`src/rtl/cmn_pwm_wrapper.sv`:
```
// cmn_pwm_wrapper: OPB-mapped 3-pair motor and brake PWM with test timer and latched over-current stop
module cmn_pwm_wrapper #(
  parameter int PWM_PERIOD = 625,
  parameter int TICK_DIV   = 2500
) (
  input  logic        OPB_CLK,
  input  logic        OPB_RST,
  input  logic        OPB_RE,
  input  logic        OPB_WE,
  input  logic [31:0] OPB_ADDR,
  input  logic [31:0] OPB_DI,
  output logic [31:0] OPB_DO,
  output logic [5:0]  mot_pwm_o,
  output logic [1:0]  brk_pwm_o,
  output logic        mot_en_out_o,
  output logic        brk_en_out_o,
  output logic        pwm_override_o,
  input  logic        mot_over_curr_i,
  input  logic        brk_over_curr_i
);
  localparam int CW = $clog2(PWM_PERIOD + 1);
  localparam int TW = $clog2(TICK_DIV + 1);
  localparam int HALF = (PWM_PERIOD - 1) / 2;
  logic          r_me, r_be, r_tm, r_run, r_mf, r_bf, r_td;
  logic [7:0]    r_dur, r_tcnt;
  logic [8:0]    r_duty [4];
  logic [CW-1:0] r_cnt;
  logic [TW-1:0] r_tick;
  logic [5:0]    r_mot;
  logic [1:0]    r_brk;
  logic [31:0]   r_do;
  logic [3:0]    w_a, w_hi;
  logic [CW-1:0] w_tri;
  logic [31:0]   w_rd;
  logic          w_ctl, w_start, w_stop, w_tick, w_tdone, w_run_nxt, w_pwr;
  assign w_a       = OPB_ADDR[3:0];
  assign w_ctl     = OPB_WE && w_a == 4'd5;
  assign w_stop    = w_ctl & OPB_DI[1];
  assign w_start   = w_ctl & OPB_DI[0] & ~OPB_DI[1];
  assign w_tick    = r_run & r_tm & (r_tick == TW'(TICK_DIV - 1));
  assign w_tdone   = w_tick & ~w_start & ((9'(r_tcnt) + 9'd1) >= 9'(r_dur));
  assign w_run_nxt = ~mot_over_curr_i & ~brk_over_curr_i & ~w_stop & ~w_tdone & (w_start | r_run);
  // Outputs drop on the same edge that running clears, and stay low on the start edge
  assign w_pwr     = w_run_nxt & r_run;
  assign w_tri     = (r_cnt <= CW'(HALF)) ? r_cnt : CW'(PWM_PERIOD - 1) - r_cnt;
  always_comb begin
    w_hi = '0;
    for (int i = 0; i < 4; i++) w_hi[i] = 32'(w_tri) < 32'(r_duty[i]);
  end
  assign w_rd = (w_a == 4'd0) ? {16'b0, r_dur, 5'b0, r_tm, r_be, r_me} :
                (w_a >= 4'd1 && w_a <= 4'd4) ? {23'b0, r_duty[w_a[1:0] - 2'd1]} :
                (w_a == 4'd6) ? {28'b0, r_td, r_bf, r_mf, r_run} : '0;
  always_ff @(posedge OPB_CLK or posedge OPB_RST) begin
    if (OPB_RST) begin
      {r_me, r_be, r_tm, r_run, r_mf, r_bf, r_td} <= '0;
      for (int i = 0; i < 4; i++) r_duty[i] <= '0;
      r_dur  <= '0;
      r_tcnt <= '0;
      r_cnt  <= '0;
      r_tick <= '0;
      r_mot  <= '0;
      r_brk  <= '0;
      r_do   <= '0;
    end else begin
      if (OPB_WE && w_a == 4'd0) begin
        r_me  <= OPB_DI[0];
        r_be  <= OPB_DI[1];
        r_tm  <= OPB_DI[2];
        r_dur <= OPB_DI[15:8];
      end
      for (int i = 0; i < 4; i++) if (OPB_WE && w_a == 4'(i + 1)) r_duty[i] <= OPB_DI[8:0];
      r_run <= w_run_nxt;
      r_mf  <= mot_over_curr_i | (r_mf & ~w_start);
      r_bf  <= brk_over_curr_i | (r_bf & ~w_start);
      r_td  <= w_tdone | (r_td & ~w_start);
      r_cnt <= (w_start || !r_run || r_cnt == CW'(PWM_PERIOD - 1)) ? '0 : r_cnt + 1'b1;
      if (w_start) begin
        r_tick <= '0;
        r_tcnt <= '0;
      end else if (r_run && r_tm) begin
        r_tick <= w_tick ? '0 : r_tick + 1'b1;
        r_tcnt <= r_tcnt + 8'(w_tick);
      end
      for (int i = 0; i < 3; i++) begin
        r_mot[2*i]   <= w_pwr & r_me & w_hi[i];
        r_mot[2*i+1] <= w_pwr & r_me & ~w_hi[i];
      end
      r_brk <= {w_pwr & r_be & ~w_hi[3], w_pwr & r_be & w_hi[3]};
      r_do  <= OPB_RE ? w_rd : '0;
    end
  end
  assign OPB_DO         = r_do;
  assign mot_pwm_o      = r_mot;
  assign brk_pwm_o      = r_brk;
  assign mot_en_out_o   = r_run & r_me;
  assign brk_en_out_o   = r_run & r_be;
  assign pwm_override_o = r_run;
  logic w_unused;
  assign w_unused = &{1'b0, OPB_ADDR[31:4], OPB_DI[31:16], OPB_DI[7:3]};
endmodule

```
`config.mk`:
```
export PLATFORM = sky130hd
export DESIGN_NAME = cmn_pwm_wrapper
export DESIGN_NICKNAME = d
export VERILOG_FILES = /design/src/rtl/cmn_pwm_wrapper.sv
export SDC_FILE = /design/constraint.sdc
export NUM_CORES = 1
export LEC_CHECK = 0
export CAP_MARGIN = 10
export CORE_ASPECT_RATIO = 1.25
export CORE_MARGIN = 2
export CORE_UTILIZATION = 48
export CTS_BUF_LIST = sky130_fd_sc_hd__clkbuf_8 sky130_fd_sc_hd__clkbuf_16
export DETAILED_ROUTE_END_ITERATION = 12
export HOLD_SLACK_MARGIN = 0.12
export PLACE_DENSITY = 0.79
export SLEW_MARGIN = 20
export SYNTH_ARGS = -nofsm -noshare
export SYNTH_HDL_FRONTEND = slang
export SYNTH_SLANG_ARGS = --single-unit
```
`constraint.sdc`:
```
create_clock -name OPB_CLK -period 2.8 [get_ports OPB_CLK]
set_input_delay 0.28 -clock OPB_CLK [delete_from_list [all_inputs] [get_ports OPB_CLK]]
set_output_delay 0.28 -clock OPB_CLK [all_outputs]
set_load 0.05 [all_outputs]
```
Word-level counts from Yosys, hierarchy flattened
Cells that the tools add are included.
Operators by class
  muxes and demuxes: 14
  order comparisons: 9
  equality and inequality tests: 8
  reductions and logical operators: 13
  bitwise operators: 42
  add/sub/neg operators: 6
Operators by type and width (number)
  $lt 10x9->1: 4
  $mux 12: 3
  $mux 16: 2
  $and 1x1->1: 27
  $mux 9: 3
  $mux 10: 2
  $bmux 9 s2: 1
  $mux 8: 2
  $add 12x1->12 const B: 1
  $eq 12x12->1 const B: 1
  $eq 4x3->1 const B: 3
  $add 10x1->10 const B: 1
  $eq 10x10->1 const B: 1
  $le 10x9->1 const B: 1
  $not 1->1: 10
  $sub 10x10->10 const A: 1
  $add 8x1->9 const B: 1
  $ge 9x8->1: 1
  $add 8x1->8: 1
  $eq 4x2->1 const B: 2
  $logic_and 1x1->1: 8
  $eq 4x1->1 const B: 1
  $ge 4x1->1 const B: 1
  $le 4x3->1 const B: 1
  9 further kinds: 13
Word-level totals
  input bits: 70
  logic and storage cells: 110
  register bits: 105
  output and inout port bits: 43

Longest topological paths before layout
Gate-level depths: netlist of run 1.
  depth after elaboration: 13
  mapped depth: 14

Worst setup path after synthesis of run 1
Ideal clock, no wire load.
  kind: reg-to-reg
  start point: register r_cnt[0]
  end point: register r_mot[4] (netlist: mot_pwm_o[4])
  path slack: -278 ps
  library setup time: 98 ps
  stages on the path, launching flop included: 14
  clock period less this slack: 3078 ps
  arrival time: 2981 ps
  required time: 2702 ps
  path through: dfrtp_1 buf_6 inv_1 ha_1 nand2b_1 a311o_1 a21oi_2 o21ai_0 ha_1 or3b_1 o2111ai_1 a31oi_1 a2111oi_4 nor4bb_2
Between the ends
  longest elaborated chain between the ends: 4
  elaborated cells between the ends (all ways): 5
Ends and longest elaborated chain
  from (decl): line 27  | logic [CW-1:0] r_cnt;
  from (signal assigned): line 76  | r_cnt <= (w_start || !r_run || r_cnt == CW'(PWM_PERIOD - 1)) ? '0 : r_cnt + 1'b1;
  $sub 10x10->10 or $le 10x9->1 (tied branches): line 45  | assign w_tri = (r_cnt <= CW'(HALF)) ? r_cnt : CW'(PWM_PERIOD - 1) - r_cnt;
  $mux 10 *: line 45
  $lt 10x9->1 *: line 48  | for (int i = 0; i < 4; i++) w_hi[i] = 32'(w_tri) < 32'(r_duty[i]);
  $and 1x1->1 *: line 85  | r_mot[2*i] <= w_pwr & r_me & w_hi[i];
  to (signal, indexed assignment): line 85
  to (signal, indexed assignment): line 86  | r_mot[2*i+1] <= w_pwr & r_me & ~w_hi[i];
  to (decl): line 29  | logic [5:0] r_mot;
Mark *: on every way between the ends. The rest lies on a longest branch, timed or not.
A chain may end at the register's enable or synchronous reset.

Worst setup path after layout of run 1
  start point: register r_cnt[1]
  end point: register r_mot[4] (netlist: mot_pwm_o[4])
Same word-level chain as after synthesis.

==> impl_metrics.toml, run 1 <==
[logic_synthesis]
synth_sequential_area_ratio_pct = 43.11
synth_area_sq_um = 6095
yosys_warnings = 0
ys_types = 64
number_of_enable_type_register_cells_in_the_synthesized_netlist = 0
post_synth_inst_count = 599
synth-seq-cells = 105
postSynth.topFlopCell = "sky130_fd_sc_hd__dfrtp_1"
share_of_synthesized_registers_carrying_an_async_set_or_reset_pct = 100.0
syn_avg_cell_area_sq_um = 10.17

[finish]
num-nets-final = 821
layout-drive-gt1-share_pct = 23.65
antennaDiodeCount = 0
layout-area-overhead-vs-synth_pct = 28.97
fill_cells = 958
final_cell_count_no_fill = 874

[setup_path]
regToRegStartpoint = "r_cnt[1]$_DFF_PP0_"
regToRegSetupSlack_ps = -380
crit_path_max_fanout = 5
worst_reg2reg_endpoint = "mot_pwm_o[4]$_DFF_PP0_"
cp_data_arrival_time_ps = 3430
type_of_destination_of_the_critical_path = "flop"
criticalPathCategory = "reg2reg"
crit_path_start_kind = "flop"
worst-r2r-cell-count = 14
critPathRequiredTime_ps = 3050

[hold_path]
holdCritPathClass = "in2async"

[place]
dpl.cell_count = 847
hpwl_after_detailed_placement_microns = 11310
total_of_buffers_placed_on_input_and_output_ports = 52
place_congestion = 0.9325

[pwr]
peakVddDrop_v = 0.0003843
power-per-cell-area_nw_per_um2 = 549.8
leakage_uw = 0.003573

[drt]
wl_microns = 16550
detailedRoute.firstIterationViolations = 398
detailedRoute.firstPassIterationCount = 5
dr_total_vias = 5032
postRouteAntennaNets = 0
drt-vias-per-instance = 5.757
route.detailed.drc = 0
wl_per_cell_microns = 18.93

[sta]
worstMarginPinSlew_ps = 796.7
report.final.setup_viol = 8
min_period_over_period_pct = 113.5
worst_clock_skew_ps = 6.622
holdWs_ps = 425.2
grt_setup_unrepaired = "true"
maxClockFrequency_ghz = 0.3145
finalMaxSlewViolations = 0
final.setup.worst_slack_ps = -379.3
final_period_minus_worst_setup_slack_ps = 3179
fin_setup_tns_ps = -2494
worst_slew_margin_rel_pct = 46.43
final_hold_viol_count = 0

[floorplan]
die_w_microns = 104.8
core.rowCount = 46
area_of_the_core_sq_um = 12550
start_util_pct = 48.57
die_h_microns = 130.0
floorplan.io_pins = 113
dieArea_sq_um = 13620

[run_status]
failed_checks = "setup timing"
run_status = "complete, but fails checks"

[clocking]
cts_tree = "built"
cts.path.max_buffers = 2
clock_sinks = 105
root_buffer = "sky130_fd_sc_hd__clkbuf_16"
cts.reportedPaths.clkPinSlew_ps = 70
cts_hold_buffers = 0
clk-insertion-delay-late_ps = 350
cts_htree_levels = 3
numCtsBuffers = 9

[grt]
grt-ovfl-total = 0
grt_usage_pct = 23.36
first_pass_grt_wire_length_microns = 25380
grt_max_degree = 40
grt_pass1_vias = 5101
antenna_found_initial = 0

[run]
max_cap_violations = 0
flip-flops by register name, indices dropped and copies added, names as in the netlist:
register	count
r_bf	1
r_duty	36
mot_pwm_o	6
r_cnt	10
r_be	1
r_mf	1
r_dur	8
r_tcnt	8
brk_pwm_o	2
r_tm	1
OPB_DO	16
r_tick	12
r_me	1
r_td	1
pwm_override_o	1
cell usage in the layout, fill, tap and decap left out, types with 10 or more instances in the layout:
cell type,Yosys,routed
sky130_fd_sc_hd__a21oi_1,14,11
sky130_fd_sc_hd__and3_1,10,10
sky130_fd_sc_hd__buf_4,18,53
sky130_fd_sc_hd__clkdlybuf4s50_1,0,52
sky130_fd_sc_hd__conb_1,1,16
sky130_fd_sc_hd__dfrtp_1,105,105
sky130_fd_sc_hd__ha_1,50,40
sky130_fd_sc_hd__inv_1,53,51
sky130_fd_sc_hd__mux2_2,15,15
sky130_fd_sc_hd__nand2_1,64,64
sky130_fd_sc_hd__nand3_1,14,12
sky130_fd_sc_hd__nor2_1,36,34
sky130_fd_sc_hd__o21ai_0,44,43
sky130_fd_sc_hd__xnor2_1,12,12
sky130_fd_sc_hd__xor2_1,20,17
metrics by stage:
stage | util, % | worst slack (ps) | area, sq um | power, uW
global route | 62.64 | -455.9 | 7860 | 4501
detailed placement | 56.54 | -279.7 | 7094 | 2820
finish | 62.64 | -379.3 | 7860 | 4321
global placement | 56.54 | -190.6 | 7094 | 2747
CTS | 60.58 | -252.7 | 7601 | 4228
floorplan | - | -148.1 | 6177 | 2494
worst max-delay path by stage:
stage	startpoint	end	cells past startpoint
after global placement	r_cnt[1]$_DFF_PP0_	mot_pwm_o[1]$_DFF_PP0_	14
after CTS	r_cnt[1]$_DFF_PP0_	mot_pwm_o[4]$_DFF_PP0_	12
after floorplan	r_cnt[0]$_DFF_PP0_	brk_pwm_o[0]$_DFF_PP0_	14
after global routing	r_cnt[1]$_DFF_PP0_	mot_pwm_o[4]$_DFF_PP0_	14
after detailed placement	r_cnt[1]$_DFF_PP0_	mot_pwm_o[3]$_DFF_PP0_	14
final	r_cnt[1]$_DFF_PP0_	mot_pwm_o[4]$_DFF_PP0_	14
critical path, cell delays in order, from the launching register on:
cell and delay (ps):
sky130_fd_sc_hd__dfrtp_1 400, sky130_fd_sc_hd__inv_2 90, sky130_fd_sc_hd__ha_4 150, sky130_fd_sc_hd__nand2b_4 50
sky130_fd_sc_hd__a311o_1 380, sky130_fd_sc_hd__a21oi_4 210, sky130_fd_sc_hd__nor2_1 70, sky130_fd_sc_hd__xor2_1 200
sky130_fd_sc_hd__buf_4 190, sky130_fd_sc_hd__ha_4 200, sky130_fd_sc_hd__o21a_1 180, sky130_fd_sc_hd__o2111ai_2 260
sky130_fd_sc_hd__a31oi_4 80, sky130_fd_sc_hd__a2111oi_4 350, sky130_fd_sc_hd__nor4bb_4 270
cell families after synthesis:
logic type / Yosys count / synth area share, %
adder cells (fa/ha/maj): 50 / 10.26
XOR/XNOR: 32 / 4.599
other: 1 / 0.06153
AND/OR/NAND/NOR: 191 / 17.41
buffers and inverters: 90 / 7.083
flip-flops: 105 / 43.11
AO/OA/AOI/OAI: 106 / 11.37
multiplexers: 24 / 6.097
power breakdown:
| part | switching [uW] | internal [uW] |
|---|---|---|
| registers | 139 | 1720 |
| clock network | 589 | 788 |
| logic | 604 | 486 |
synthesized netlist by cell type, drive strengths merged (9+ instances only):
master / number / area share (%)
o21ai: 45 / 3.7
nand3: 15 / 1.3
ha: 50 / 10
mux4: 9 / 3.3
a21oi: 15 / 1.3
dfrtp: 105 / 43
xnor2: 12 / 1.7
mux2: 15 / 2.8
clkbuf: 12 / 0.74
nor3: 11 / 1.3
nor2: 36 / 2.2
and3: 10 / 1.0
nand2: 64 / 3.9
inv: 53 / 3.3
xor2: 20 / 2.9
buf: 25 / 3.1
nand4: 9 / 0.92
per-layer routing:
| metal | vias up | wire [microns] | GRT usage (%) |
|---|---|---|---|
| met4 | 0 | 667 | 9.176 |
| met5 | - | 0 | 0 |
| met1 | 2493 | 6203 | 26.91 |
| met3 | 55 | 1043 | 4.146 |
| met2 | 232 | 8631 | 43.28 |
| li1 | 2252 | - | - |
timing repair:
| item | CTS | global route |
|---|---|---|
| pin swaps | 18 | 11 |
| setup endpoints to repair | 8 | 9 |
| setup buffers | 4 | 7 |
| resized for setup | 27 | 31 |
| gates cloned | 0 | 0 |
final cells by class:
class	instances	area [sq um]	share of cell area, %
Clock buffer	9	225.2	2.865
Clock inverter	7	93.84	1.194
Inverter	53	205.2	2.611
Multi-Input combinational cell	419	3472	44.17
Sequential cell	105	2628	33.43
Tap cell	168	210.2	2.674
Timing Repair Buffer	113	1026	13.05
No activity file was read; power rests on OpenSTA's default activity.
==> run 2, diff against run 1 <==
Settings changed: CTS_CLUSTER_SIZE set to 25.
==> results of run 2 <==
Same layout as run 1: the final DEF is identical, and so are final timing and power.
==> run 3, diff against run 2 <==
==> constraint.sdc (replaced) <==
create_clock -name OPB_CLK -period 2.8 [get_ports OPB_CLK]
set_input_delay 0.56 -clock OPB_CLK [delete_from_list [all_inputs] [get_ports OPB_CLK]]
set_output_delay 0.56 -clock OPB_CLK [all_outputs]
set_load 0.05 [all_outputs]
==> run 3 against run 2 <==
- clock skew rose by 2.8 ps
- fmax is 0.96% lower
- critical path depth did not move
- final area decreased by 0.35%
- highest routed layer unchanged
- the run still ends with setup timing left
- die area unchanged
- final cell count increased by 0.69%
- global-route usage barely moved
- clock-buffer cell count increased by 1
==> impl_metrics.toml, run 3 (synthesis results as in run 1) <==
[run_status]
run_status = "complete, but fails checks"
failed_checks = "setup timing"

[setup_path]
crit_path_max_fanout = 5
crit_path_start_kind = "flop"
crit_path_top_delay_cell = "sky130_fd_sc_hd__a2111oi_2"
criticalPathCategory = "reg2reg"
regToRegSetupSlack_ps = -410
critPathRequiredTime_ps = 3060
timing.critical_path.slowest_cell_delay_ps = 410
cp_data_arrival_time_ps = 3470
worst_reg2reg_endpoint = "brk_pwm_o[0]$_DFF_PP0_"
worst-r2r-cell-count = 14
timing.critical_path.max_delay_family = "compound AO/OA/AOI/OAI gates"
crit_path_cell_trace = "inv_2 > ha_4 > nand2b_4 > a311o_1 > a21oi_4 > nor2_1 > xor2_2 > ha_1 > o21a_1 > o2111ai_1 > a31oi_1 > a2111oi_2 > buf_4 > nor4b_4"
regToRegStartpoint = "r_cnt[1]$_DFF_PP0_"
worstPathBufferInverterCount = 2
type_of_destination_of_the_critical_path = "flop"

[clocking]
cts_htree_levels = 3
root_buffer = "sky130_fd_sc_hd__clkbuf_16"
cts_tree = "built"
cts_hold_buffers = 0
numCtsBuffers = 9
clock_sinks = 105
cts.path.max_buffers = 2
cts.reportedPaths.clkPinSlew_ps = 70
clk-insertion-delay-late_ps = 360

[drt]
dr_total_vias = 5039
postRouteAntennaNets = 0
wl_microns = 16590
detailedRoute.firstIterationViolations = 390
route.detailed.drc = 0
wl_per_cell_microns = 18.86
detailedRoute.firstPassIterationCount = 5
drt-vias-per-instance = 5.726

[pwr]
p_sw_share_pct = 31.31
total_power_uw = 4233
seqPwrFrac_pct = 43.9
power-per-cell-area_nw_per_um2 = 540.5
peakVddDrop_v = 0.0003820
p_int_uw = 2908
p_sw_uw = 1326
power.combinational.fraction_pct = 25.6
power.clock.fraction_pct = 30.6
leakage_uw = 0.003563

[sta]
final_hold_viol_count = 0
finalMaxSlewViolations = 0
maxClockFrequency_ghz = 0.3115
worstMarginPinSlew_ps = 752.2
final_period_minus_worst_setup_slack_ps = 3210
worst_clock_skew_ps = 9.456
min_period_over_period_pct = 114.7
worst_slew_margin_rel_pct = 49.43
final.setup.worst_slack_ps = -410.2
report.final.setup_viol = 8
grt_setup_unrepaired = "true"

[place]
place_congestion = 0.8882
hpwl_after_detailed_placement_microns = 11080
dpl_worst_slack_ps = -296.4
total_of_buffers_placed_on_input_and_output_ports = 52

[finish]
num-nets-final = 828
mostFrequentLayoutCell = "sky130_fd_sc_hd__dfrtp_1"
final_cell_mix = "sky130_fd_sc_hd__dfrtp_1 (105), sky130_fd_sc_hd__nand2_1 (64), sky130_fd_sc_hd__buf_4 (64)"
seqCellArea_sq_um = 2628
layout-drive-gt1-share_pct = 23.88
layout-area-overhead-vs-synth_pct = 28.52
fill_cells = 989
largest-register = "r_duty"
largest_reg_flops = 36
antennaDiodeCount = 0
multiInputGateArea_sq_um = 3440
final_core_utilization_pct = 62.43

[grt]
grt_max_degree = 106
grt_pass1_vias = 5070
antenna_found_initial = 0
first_pass_grt_wire_length_microns = 24850
grt-ovfl-total = 0
grt_usage_pct = 23.32

[floorplan]
core.rowCount = 46
die_w_microns = 104.8
area_of_the_core_sq_um = 12550
die_h_microns = 130.0
start_util_pct = 48.57
floorplan.io_pins = 113
dieArea_sq_um = 13620

[hold_path]
worst_hold_path_stage_count = 1
holdCritPathClass = "reg2reg"
hold_path.startpoint = "r_td$_DFF_PP0_"
worst_hold_path.endpoint = "r_td$_DFF_PP0_"

[run]
max_cap_violations = 0
## run 3: cell types whose count changed in the layout (fill, tap and decap cells not counted), moves of 2 or more
| cell | before | now |
|---|---|---|
| sky130_fd_sc_hd__buf_6 | 6 | 3 |
| sky130_fd_sc_hd__xor2_2 | 2 | 4 |
| sky130_fd_sc_hd__buf_4 | 53 | 64 |
| sky130_fd_sc_hd__ha_2 | 1 | 3 |
## run 3: metal layers
layer / track usage [%] / routed length (microns) / vias up
li1: - / - / 2263
met1: 25.64 / 6205 / 2484
met2: 42.67 / 8557 / 222
met3: 5.345 / 993 / 70
met4: 11.29 / 837 / 0
met5: 0 / 0 / -
## run 3: worst reg2reg max path: cells and delay by family, from the launching register on
kind	cells	cell delay, ps
xor gates and xnor gates	1	180
buffers and inverters	2	290
AOI/OAI and AO/OA	6	1430
DFF	1	400
adders and majority gates	2	470
and+or+nand+nor	3	350
## run 3: worst max path at each step
stage,end,slack [ps],depth (start not counted),startpoint
detailed placement,brk_pwm_o[0]$_DFF_PP0_,-300,14,r_cnt[1]$_DFF_PP0_
CTS,mot_pwm_o[4]$_DFF_PP0_,-260,13,r_cnt[0]$_DFF_PP0_
finish,brk_pwm_o[0]$_DFF_PP0_,-410,14,r_cnt[1]$_DFF_PP0_
floorplan,brk_pwm_o[0]$_DFF_PP0_,-120,14,r_cnt[0]$_DFF_PP0_
global route,brk_pwm_o[0]$_DFF_PP0_,-480,14,r_cnt[1]$_DFF_PP0_
global placement,mot_pwm_o[4]$_DFF_PP0_,-250,12,r_cnt[1]$_DFF_PP0_
## run 3: layout make-up
class                      count  area share (%)
clock buffer                  10           3.051
timing repair buffer         120           13.47
multi-input combinational    419           43.91
inverter                      53           2.620
tap                          168           2.684
sequential                   105           33.55
clock inverter                 5          0.7189
## run 3: power by group through the flow
stage	sequential, uW	clock, uW	combinational (uW)
finish	1860	1290	1080
global placement	1850	0	894
floorplan	1870	0	626
CTS	1850	1300	982
detailed placement	1870	0	940
global route	1870	1360	1170
## run 3: what timing repair did
item / CTS / global route
pin swaps: 14 / 21
setup endpoints to repair: 8 / 8
setup buffers: 7 / 6
resized for setup: 17 / 34
## run 3: metrics by stage
stage | setup TNS (ps) | cell area, sq um | hold slack (ps) | instances
2_1_floorplan | -213.3 | 6177 | 449.5 | 614
3_3_place_gp | -1606 | 7119 | 468.7 | 852
3_5_place_dp | -1957 | 7119 | 474.5 | 852
4_1_cts | -1813 | 7557 | 490.3 | 874
5_1_grt | -3095 | 7833 | 526.9 | 880
6_report | -2391 | 7833 | 500.3 | 880
